File: src/rtl/load_store_unit.sv
// Data-memory initiator for loads and stores.
// Takes one request per handshake and issues word-aligned beats with byte enables.
// An access that crosses a word boundary is split into two beats.
// Load data is reassembled from the beat words, then sign- or zero-extended.
// Every accepted request gets exactly one response pulse; illegal funct3 codes return an error.
module load_store_unit #(
    parameter int DM_ADDRESS = 9,
    parameter int DATA_W     = 32
) (
    input  logic                  clk_i,
    input  logic                  reset_i,
    input  logic                  req_valid_i,
    output logic                  req_ready_o,
    input  logic                  req_we_i,
    input  logic [2:0]            req_funct3_i,
    input  logic [DATA_W-1:0]     req_addr_i,
    input  logic [DATA_W-1:0]     req_wdata_i,
    output logic                  rsp_valid_o,
    output logic [DATA_W-1:0]     rsp_rdata_o,
    output logic                  rsp_err_o,
    output logic [DM_ADDRESS-1:0] mem_addr_o,
    output logic                  mem_re_o,
    output logic                  mem_we_o,
    output logic [3:0]            mem_be_o,
    output logic [DATA_W-1:0]     mem_wdata_o,
    input  logic [DATA_W-1:0]     mem_rdata_i
);

    typedef enum logic [2:0] {
        S_IDLE   = 3'd0,
        S_ISSUE0 = 3'd1,
        S_ISSUE1 = 3'd2,
        S_WAIT   = 3'd3,
        S_RESP   = 3'd4
    } state_t;

    state_t                state_q;
    logic                  we_q;
    logic [2:0]            funct3_q;
    logic [1:0]            off_q;
    logic                  split_q;
    logic [7:0]            mask_q;
    logic [63:0]           wd_q;
    logic [DM_ADDRESS-1:0] w0_q;
    logic [31:0]           lo_q;

    logic                  req_ready_q;
    logic                  rsp_valid_q;
    logic [31:0]           rsp_rdata_q;
    logic                  rsp_err_q;
    logic [DM_ADDRESS-1:0] mem_addr_q;
    logic                  mem_re_q;
    logic                  mem_we_q;
    logic [3:0]            mem_be_q;
    logic [31:0]           mem_wdata_q;

    // Address bits above the data-memory window are intentionally ignored.
    logic unused_addr_bits;
    assign unused_addr_bits = ^req_addr_i[DATA_W-1:DM_ADDRESS];

    logic                  acc_fire;
    logic [1:0]            acc_off;
    logic [2:0]            acc_size;
    logic [7:0]            acc_lanes;
    logic [7:0]            acc_mask;
    logic [63:0]           acc_wd;
    logic                  acc_split;
    logic                  acc_illegal;
    logic [DM_ADDRESS-1:0] acc_w0;

    // Lane mask, shifted store data and split decision for the incoming request.
    always_comb begin
        acc_fire = req_valid_i && req_ready_q;
        acc_off  = req_addr_i[1:0];
        case (req_funct3_i[1:0])
            2'b00:   begin acc_size = 3'd1; acc_lanes = 8'h01; end
            2'b01:   begin acc_size = 3'd2; acc_lanes = 8'h03; end
            default: begin acc_size = 3'd4; acc_lanes = 8'h0F; end
        endcase
        acc_mask    = acc_lanes << acc_off;
        acc_wd      = {32'h0, req_wdata_i} << {acc_off, 3'b000};
        acc_split   = ({1'b0, acc_off} + acc_size) > 3'd4;
        acc_illegal = (req_funct3_i == 3'b011) || (req_funct3_i == 3'b110) ||
                      (req_funct3_i == 3'b111);
        acc_w0      = {req_addr_i[DM_ADDRESS-1:2], 2'b00};
    end

    logic [63:0] asm_pair;
    logic [31:0] asm_raw;
    logic [31:0] asm_ext;

    // Reassemble the final load word from the buffered low word and the arriving word, then extend.
    always_comb begin
        asm_pair = split_q ? {mem_rdata_i, lo_q} : {32'h0, mem_rdata_i};
        asm_raw  = 32'(asm_pair >> {off_q, 3'b000});
        case (funct3_q)
            3'b000:  asm_ext = {{24{asm_raw[7]}}, asm_raw[7:0]};
            3'b001:  asm_ext = {{16{asm_raw[15]}}, asm_raw[15:0]};
            3'b100:  asm_ext = {24'h0, asm_raw[7:0]};
            3'b101:  asm_ext = {16'h0, asm_raw[15:0]};
            default: asm_ext = asm_raw;
        endcase
    end

    // Control FSM; every output is registered and set on entry to the state that drives it.
    always_ff @(posedge clk_i or posedge reset_i) begin
        if (reset_i) begin
            state_q     <= S_IDLE;
            we_q        <= 1'b0;
            funct3_q    <= 3'b000;
            off_q       <= 2'b00;
            split_q     <= 1'b0;
            mask_q      <= 8'h00;
            wd_q        <= 64'h0;
            w0_q        <= '0;
            lo_q        <= 32'h0;
            req_ready_q <= 1'b1;
            rsp_valid_q <= 1'b0;
            rsp_rdata_q <= 32'h0;
            rsp_err_q   <= 1'b0;
            mem_addr_q  <= '0;
            mem_re_q    <= 1'b0;
            mem_we_q    <= 1'b0;
            mem_be_q    <= 4'h0;
            mem_wdata_q <= 32'h0;
        end else begin
            case (state_q)
                S_IDLE: begin
                    if (acc_fire) begin
                        req_ready_q <= 1'b0;
                        we_q        <= req_we_i;
                        funct3_q    <= req_funct3_i;
                        off_q       <= acc_off;
                        split_q     <= acc_split;
                        mask_q      <= acc_mask;
                        wd_q        <= acc_wd;
                        w0_q        <= acc_w0;
                        lo_q        <= 32'h0;
                        if (acc_illegal) begin
                            state_q     <= S_RESP;
                            rsp_valid_q <= 1'b1;
                            rsp_err_q   <= 1'b1;
                            rsp_rdata_q <= 32'h0;
                        end else begin
                            state_q     <= S_ISSUE0;
                            mem_addr_q  <= acc_w0;
                            mem_re_q    <= !req_we_i;
                            mem_we_q    <= req_we_i;
                            mem_be_q    <= req_we_i ? acc_mask[3:0] : 4'h0;
                            mem_wdata_q <= req_we_i ? acc_wd[31:0] : 32'h0;
                        end
                    end
                end
                S_ISSUE0: begin
                    if (split_q) begin
                        // Second beat goes to the following word, wrapping at the top of memory.
                        state_q     <= S_ISSUE1;
                        mem_addr_q  <= w0_q + DM_ADDRESS'(4);
                        mem_be_q    <= we_q ? mask_q[7:4] : 4'h0;
                        mem_wdata_q <= we_q ? wd_q[63:32] : 32'h0;
                    end else begin
                        mem_addr_q  <= '0;
                        mem_re_q    <= 1'b0;
                        mem_we_q    <= 1'b0;
                        mem_be_q    <= 4'h0;
                        mem_wdata_q <= 32'h0;
                        if (we_q) begin
                            state_q     <= S_RESP;
                            rsp_valid_q <= 1'b1;
                            rsp_rdata_q <= 32'h0;
                            rsp_err_q   <= 1'b0;
                        end else begin
                            state_q <= S_WAIT;
                        end
                    end
                end
                S_ISSUE1: begin
                    // The word read by the first beat is on mem_rdata now.
                    if (!we_q) begin
                        lo_q <= mem_rdata_i;
                    end
                    mem_addr_q  <= '0;
                    mem_re_q    <= 1'b0;
                    mem_we_q    <= 1'b0;
                    mem_be_q    <= 4'h0;
                    mem_wdata_q <= 32'h0;
                    if (we_q) begin
                        state_q     <= S_RESP;
                        rsp_valid_q <= 1'b1;
                        rsp_rdata_q <= 32'h0;
                        rsp_err_q   <= 1'b0;
                    end else begin
                        state_q <= S_WAIT;
                    end
                end
                S_WAIT: begin
                    state_q     <= S_RESP;
                    rsp_valid_q <= 1'b1;
                    rsp_rdata_q <= asm_ext;
                    rsp_err_q   <= 1'b0;
                end
                default: begin
                    state_q     <= S_IDLE;
                    rsp_valid_q <= 1'b0;
                    rsp_rdata_q <= 32'h0;
                    rsp_err_q   <= 1'b0;
                    req_ready_q <= 1'b1;
                end
            endcase
        end
    end

    assign req_ready_o = req_ready_q;
    assign rsp_valid_o = rsp_valid_q;
    assign rsp_rdata_o = rsp_rdata_q;
    assign rsp_err_o   = rsp_err_q;
    assign mem_addr_o  = mem_addr_q;
    assign mem_re_o    = mem_re_q;
    assign mem_we_o    = mem_we_q;
    assign mem_be_o    = mem_be_q;
    assign mem_wdata_o = mem_wdata_q;

endmodule

File: config.mk
export PLATFORM = sky130hd
export DESIGN_NAME = load_store_unit
export DESIGN_NICKNAME = d
export VERILOG_FILES = /design/src/rtl/load_store_unit.sv
export SDC_FILE = /design/constraint.sdc
export NUM_CORES = 1
export LEC_CHECK = 0
export CAP_MARGIN = 20
export CORE_MARGIN = 3
export CORE_UTILIZATION = 50
export CTS_BUF_LIST = sky130_fd_sc_hd__clkbuf_8
export CTS_CLUSTER_DIAMETER = 40
export DETAILED_ROUTE_END_ITERATION = 8
export PLACE_DENSITY = 0.88
export SLEW_MARGIN = 20
export SYNTH_ARGS = -nofsm -noshare
export SYNTH_HDL_FRONTEND = slang
export SYNTH_SLANG_ARGS = --single-unit
File: constraint.sdc
create_clock -name clk_i -period 13.5 [get_ports clk_i]
set_input_delay 3.375 -clock clk_i [delete_from_list [all_inputs] [get_ports clk_i]]
set_output_delay 3.375 -clock clk_i [all_outputs]
set_load 0.03 [all_outputs]
Word-level counts from Yosys, hierarchy flattened
Cells that the tools add are included.
{"block": "classes", "add_sub_neg": 2, "n_lt_le_gt_ge": 1, "n_eq_ne": 15, "shifts": 3, "n_mux": 50, "bitwise": 1, "reduce_logical": 16}
{"operator": "32-bit two-way mux", "n": 11}
{"operator": "32-bit one-hot mux with 4 select lines", "n": 2}
{"operator": "32-bit one-hot mux with 3 select lines", "n": 1}
{"operator": "64-bit two-way mux", "n": 1}
{"operator": "32-bit one-hot mux with 2 select lines", "n": 1}
{"operator": "32-bit by 5-bit << shifter with 64-bit output", "n": 1}
{"operator": "64-bit by 5-bit right shift with 32-bit output", "n": 1}
{"operator": "9-bit two-way mux", "n": 3}
{"operator": "9-bit one-hot mux with 3 select lines", "n": 1}
{"operator": "4-bit two-way mux", "n": 5}
{"operator": "3-bit equality test (second input constant)", "n": 4}
{"operator": "1-bit two-way mux", "n": 12}
{"operator": "3-bit two-way mux", "n": 4}
{"operator": "3-bit one-hot mux with 4 select lines", "n": 1}
{"operator": "4-bit one-hot mux with 3 select lines", "n": 1}
{"operator": "2-bit != test (second input constant)", "n": 5}
{"operator": "9-bit by 3-bit adder with 9-bit output (second input constant)", "n": 1}
{"operator": "3-bit by 2-bit equality test with 1-bit output (second input constant)", "n": 3}
{"operator": "1-bit one-hot mux with 3 select lines", "n": 3}
{"operator": "3-bit AND reduction", "n": 3}
{"operator": "4-bit one-hot mux with 2 select lines", "n": 1}
{"operator": "8-bit by 2-bit << shifter with 8-bit output", "n": 1}
{"operator": "3-bit by 1-bit equality test with 1-bit output (second input constant)", "n": 2}
{"operator": "3-bit zero test", "n": 2}
{"operator": "16 further kinds", "n": 18}
{"block": "word_totals", "reg_bits": 203, "inputBits": 103, "output_inout_bits": 82, "wordCells": 106}

Longest topological paths before layout
{"block": "logic_depth", "ltp_word": 7, "mapped_depth": 9, "ltp_nobuf": 8}

Least setup slack after synthesis
No wires, ideal clock.
{"block": "synth_timing", "kind": "input -> register", "startpoint": "input port mem_rdata_i[7]", "endpoint": "register rsp_rdata_q[16] (netlist: rsp_rdata_o[16])", "t_arrival_ns": 4.741, "slack_ns": 8.637, "cell_stages": 6, "path_cell_list": "mux2_4 -> a22oi_2 -> a221oi_1 -> a311o_2 -> buf_6 -> a32o_1"}
{"block": "synth_between", "elab_chain_len": 4}
{"element": "start: declaration", "line_no": "26", "source": "input logic [DATA_W-1:0] mem_rdata_i"}
{"element": "64-bit two-way mux", "line_no": "94", "source": "asm_pair = split_q ? {mem_rdata_i, lo_q} : {32'h0, mem_rdata_i};"}
{"element": "64-bit by 5-bit right shift with 32-bit output", "line_no": "95", "source": "asm_raw = 32'(asm_pair >> {off_q, 3'b000});"}
{"element": "32-bit one-hot mux with 4 select lines", "line_no": "96", "source": "case (funct3_q)"}
{"element": "32-bit one-hot mux with 4 select lines", "line_no": "127", "source": "case (state_q)"}
{"element": "end signal: assignment", "line_no": "199", "source": "rsp_rdata_q <= asm_ext;"}
{"element": "end: declaration", "line_no": "49", "source": "logic [31:0] rsp_rdata_q;"}
Every way passes these cells.
A chain may end at the register's enable or synchronous reset.

Worst setup path in the final report
{"block": "layout_timing", "startpoint": "input port req_addr_i[1]", "endpoint": "register mem_wdata_q[21] (netlist: mem_wdata_o[21])"}
{"block": "layout_between", "elab_chain_len": 5}
{"element": "start: declaration", "line_no": "16", "source": "input logic [DATA_W-1:0] req_addr_i,"}
{"element": "32-bit by 5-bit << shifter with 64-bit output", "line_no": "81", "source": "acc_wd = {32'h0, req_wdata_i} << {acc_off, 3'b000};"}
{"element": "32-bit two-way mux", "line_no": "150", "source": "mem_wdata_q <= req_we_i ? acc_wd[31:0] : 32'h0;"}
{"element": "32-bit two-way mux", "line_no": "139", "source": "if (acc_illegal) begin"}
{"element": "32-bit two-way mux", "line_no": "129", "source": "if (acc_fire) begin"}
{"element": "32-bit one-hot mux with 3 select lines", "line_no": "127"}
{"element": "end signal: assignment", "line_no": "150"}
{"element": "end signal: assignment", "line_no": "160", "source": "mem_wdata_q <= we_q ? wd_q[63:32] : 32'h0;"}
{"element": "end: declaration", "line_no": "55", "source": "logic [31:0] mem_wdata_q;"}
Every way passes these cells. The select of a mux whose other input is x is not followed.

==> summary.md <==
| Metric | Value |
|---|---|
| Shortest clock period the worst path allows after layout | `5620 ps` |
| Critical R2R Launch | `off_q[0]` |
| Maximum buffer depth of the clock tree | `2` |
| Starting density of the core | `0.520` |
| Share of the clock period used by the worst path after layout | `0.416` |
| Final worst setup slack | `7880 ps` |
| Die height | `135 µm` |
| Average footprint of a synthesized cell | `9.24 µm²` |
| Net count reported at finish | `1,130` |
| Pin count of the biggest net entering global routing | `91` |
| Critical Path, Cell by Cell | `clkdlybuf4s50_1 > buf_4 > inv_1 > nor3_1 > a221oi_1 > o21ai_0` |
| Largest driver fanout on the critical path | `31` |
| Element type at the critical path end | `flop` |
| Sink of the worst hold path | `wd_q[51]` |
| Setup slack of the most critical reg-to-reg path | `10,640 ps` |
| Relative slew margins | `0.186` |
| Number of design-rule violations left by the first detailed-router iteration | `774` |
| Count of mapped cells out of synthesis | `907` |
| Top_reg_cell synth | `sky130_fd_sc_hd__dfrtp_1` |
| Setup Buffers After CTS | `0` |
| Ant. Diodes | `0` |
| Required time at the endpoint of the critical path | `13,880 ps` |
| Worst-Skew Late Latency | `460 ps` |
| Final weighted congestion of routability-driven global placement | `0.883` |
| Final setup fails | `0` |
| Cell with the largest stage delay on the worst path | `sky130_fd_sc_hd__nor3_1` |
| Least-Margin Pin Slew | `1220 ps` |
| Setup repair after global routing missed its margin | `false` |
| Number of library cell types mapped by synthesis | `54` |
| Count of standard-cell rows | `46` |
| Initial antenna violation count | `0` |
| Overall routed net length | `24,500 µm` |
| Filler Cell Count | `1,256` |
| Sequential standard cell area | `3910 µm²` |
| Num CTS Buffers | `17` |
| Kind of critical path | `in -> reg` |
| H-tree depth | `4` |
| Gr ovfl total | `0` |
| Worst min-delay path category | `reg -> reg` |
| Depth of the worst register-to-register path | `6` |
| Number of cells on the worst hold path | `2` |
| Pwr per Cell Area | `217 nW/µm²` |
| Clock tree root driver cell | `sky130_fd_sc_hd__clkbuf_8` |
| Max Slew Vio Count | `0` |
| Share of flip-flops with an asynchronous set or reset | `1.00` |
| Run status | `complete, no violations` |
| DIE WIDTH | `135 µm` |
| Placeable core area | `16,100 µm²` |
| Total of hold buffers inserted after clock tree synthesis | `0` |
| Detail-routed net length per standard cell | `19.5 µm` |
| P_leak | `4.40 nW` |
| Terminus of the critical flop-to-flop path | `rsp_rdata_o[30]` |
| Sequential fraction of the synthesis area | `0.466` |
| Synthesized area | `8380 µm²` |
| Endpoints failing hold | `0` |
| Ys Warns | `0` |
| Number of synthesized register bits | `156` |
| Worst ir drop on vdd | `177 µV` |
| Startpoint of the tightest hold check path | `wd_q[51]` |
| Share of post-route cells with drive strength above 1 | `0.105` |
| Total chip power | `2.27 mW` |
| Largest stage delay on the critical path | `960 ps` |
| Final clock skew | `14.7 ps` |
| Clk sink count | `156` |
| TritonCTS clock tree | `yes` |
| Remaining DRCs | `0` |
| Peak Freq | `178 MHz` |
| Element type at the critical path start | `input pin` |
| Die ar. | `18,400 µm²` |
| Dpl ws | `7580 ps` |
| Clk slew on worst S/H paths | `90 ps` |
| Routed via count | `7,740` |
| DP HPWL | `16,600 µm` |
| Post-route antenna net violation count | `0` |
| Wire length of the first global-routing pass | `39,100 µm` |
| Via count of the first global-routing pass | `7,497` |
| EDFF count, synth | `0` |
| Area growth syn-to-layout | `24.9%` |
| Via-to-Cell Ratio | `6.18` |
| Top-level I/O count | `185` |
| Global Route Usage Sum | `0.270` |
| Count of buffers from port buffering | `159` |
| Area of the multi-input gates | `4140 µm²` |
| Max-capacitance violation count | `0` |
| TritonRoute pass-1 iters | `5` |
| Arrival @ worst endpoint | `6000 ps` |
| Setup TNS | `0 ps` |
| Post-CTS Resized | `0` |
-- power by group --
group          internal [mW]  switching [mW]
Combinational          0.424           0.696
Clock                  0.188           0.181
Sequential             0.647           0.138
-- registers in the layout, summed over array words and instances (netlist names), 4 cells and up --
| name | count |
|---|---|
| mem_addr_o | 7 |
| lo_q | 32 |
| mem_be_o | 4 |
| rsp_rdata_o | 32 |
| w0_q | 7 |
| wd_q | 24 |
| mem_wdata_o | 32 |
-- worst max-delay path by stage --
stage	start	to	slack [ps]	depth (start not counted)
after floorplan	reset_i	funct3_q[0]	5920	1
after global placement	req_we_i	mem_wdata_o[21]	7600	5
after detailed placement	req_addr_i[1]	mem_wdata_o[17]	7580	6
after CTS	req_addr_i[1]	mem_wdata_o[17]	8070	6
after global routing	req_addr_i[1]	mem_wdata_o[21]	7740	6
final	req_addr_i[1]	mem_wdata_o[21]	7880	6
-- cells in the mapped netlist (6+ instances only) --
library cell / instances / area (µm²)
sky130_fd_sc_hd__and3_1: 10 / 62.6
sky130_fd_sc_hd__mux2_2: 40 / 450
sky130_fd_sc_hd__a221oi_1: 17 / 149
sky130_fd_sc_hd__nand3_1: 37 / 185
sky130_fd_sc_hd__inv_1: 7 / 26.3
sky130_fd_sc_hd__buf_2: 14 / 70.1
sky130_fd_sc_hd__nor2b_1: 9 / 56.3
sky130_fd_sc_hd__o221ai_1: 12 / 105
sky130_fd_sc_hd__dfrtp_1: 155 / 3880
sky130_fd_sc_hd__o41ai_1: 9 / 78.8
sky130_fd_sc_hd__clkbuf_1: 51 / 191
sky130_fd_sc_hd__a211oi_1: 6 / 45.0
sky130_fd_sc_hd__o211ai_1: 8 / 60.1
sky130_fd_sc_hd__nor2_1: 71 / 267
sky130_fd_sc_hd__a32o_1: 16 / 160
sky130_fd_sc_hd__nand2_1: 203 / 762
sky130_fd_sc_hd__a21oi_1: 14 / 70.1
sky130_fd_sc_hd__o21ai_0: 88 / 440
sky130_fd_sc_hd__a22oi_1: 22 / 165
sky130_fd_sc_hd__mux4_2: 7 / 158
sky130_fd_sc_hd__mux2i_1: 42 / 420
-- placed cells by master, fill, tap and decap left out, drive strengths merged, types with 6 or more instances in the layout --
master,synthesis,final
o221ai,12,12
mux2i,42,42
o21ai,92,92
clkdlybuf4s50,0,159
a21oi,14,14
nor2b,9,9
a22oi,23,23
nand2,203,203
dfrtp,155,155
clkinv,1,6
o211ai,8,8
a221oi,17,17
nand3,37,37
inv,8,11
buf,25,13
a211oi,6,6
o41ai,9,9
clkbuf,51,18
and3,10,10
nor2,71,71
mux4,7,7
mux2,42,42
a32o,16,16
-- through the flow --
step	cells	area, µm²	hold WS [ps]	utilization
floorplan	908	8380	431	-
global placement	1219	10000	441	0.623
detailed placement	1220	10000	448	0.624
CTS	1252	10500	468	0.650
global route	1252	10500	483	0.650
finish	1252	10500	465	0.650
-- layout make-up --
| type | count | share of cell area |
|---|---|---|
| Clock buffer | 18 | 0.0237 |
| Clock inverter | 14 | 0.0163 |
| Inverter | 9 | 0.00371 |
| Multi-Input combinational cell | 667 | 0.396 |
| Sequential cell | 156 | 0.373 |
| Tap cell | 216 | 0.0258 |
| Timing Repair Buffer | 172 | 0.162 |
-- per-layer routing --
metal / up-vias / routed length (µm) / share of wire / global-route usage
li1: 3466 / - / - / -
met1: 3733 / 9880 / 0.40 / 0.356
met2: 448 / 11300 / 0.46 / 0.416
met3: 93 / 2180 / 0.089 / 0.0765
met4: 0 / 1080 / 0.044 / 0.125
met5: - / 0 / 0 / 0
-- logic make-up after synthesis --
family	Yosys count	share of synthesized area
xor+xnor	7	0.00732
fa+ha+maj	4	0.00687
other cells	1	0.000447
buf+inv	85	0.0442
flops	156	0.466
compound gates	215	0.176
simple gates	348	0.173
mux	91	0.126
-- worst max-delay path, delay by kind of cell --
| family | cells | cell delay [ps] |
|---|---|---|
| AND/OR/NAND/NOR | 1 | 960 |
| AO/OA/AOI/OAI | 2 | 530 |
| buffers and inverters | 3 | 1120 |
(Power assumes the default switching activity.)
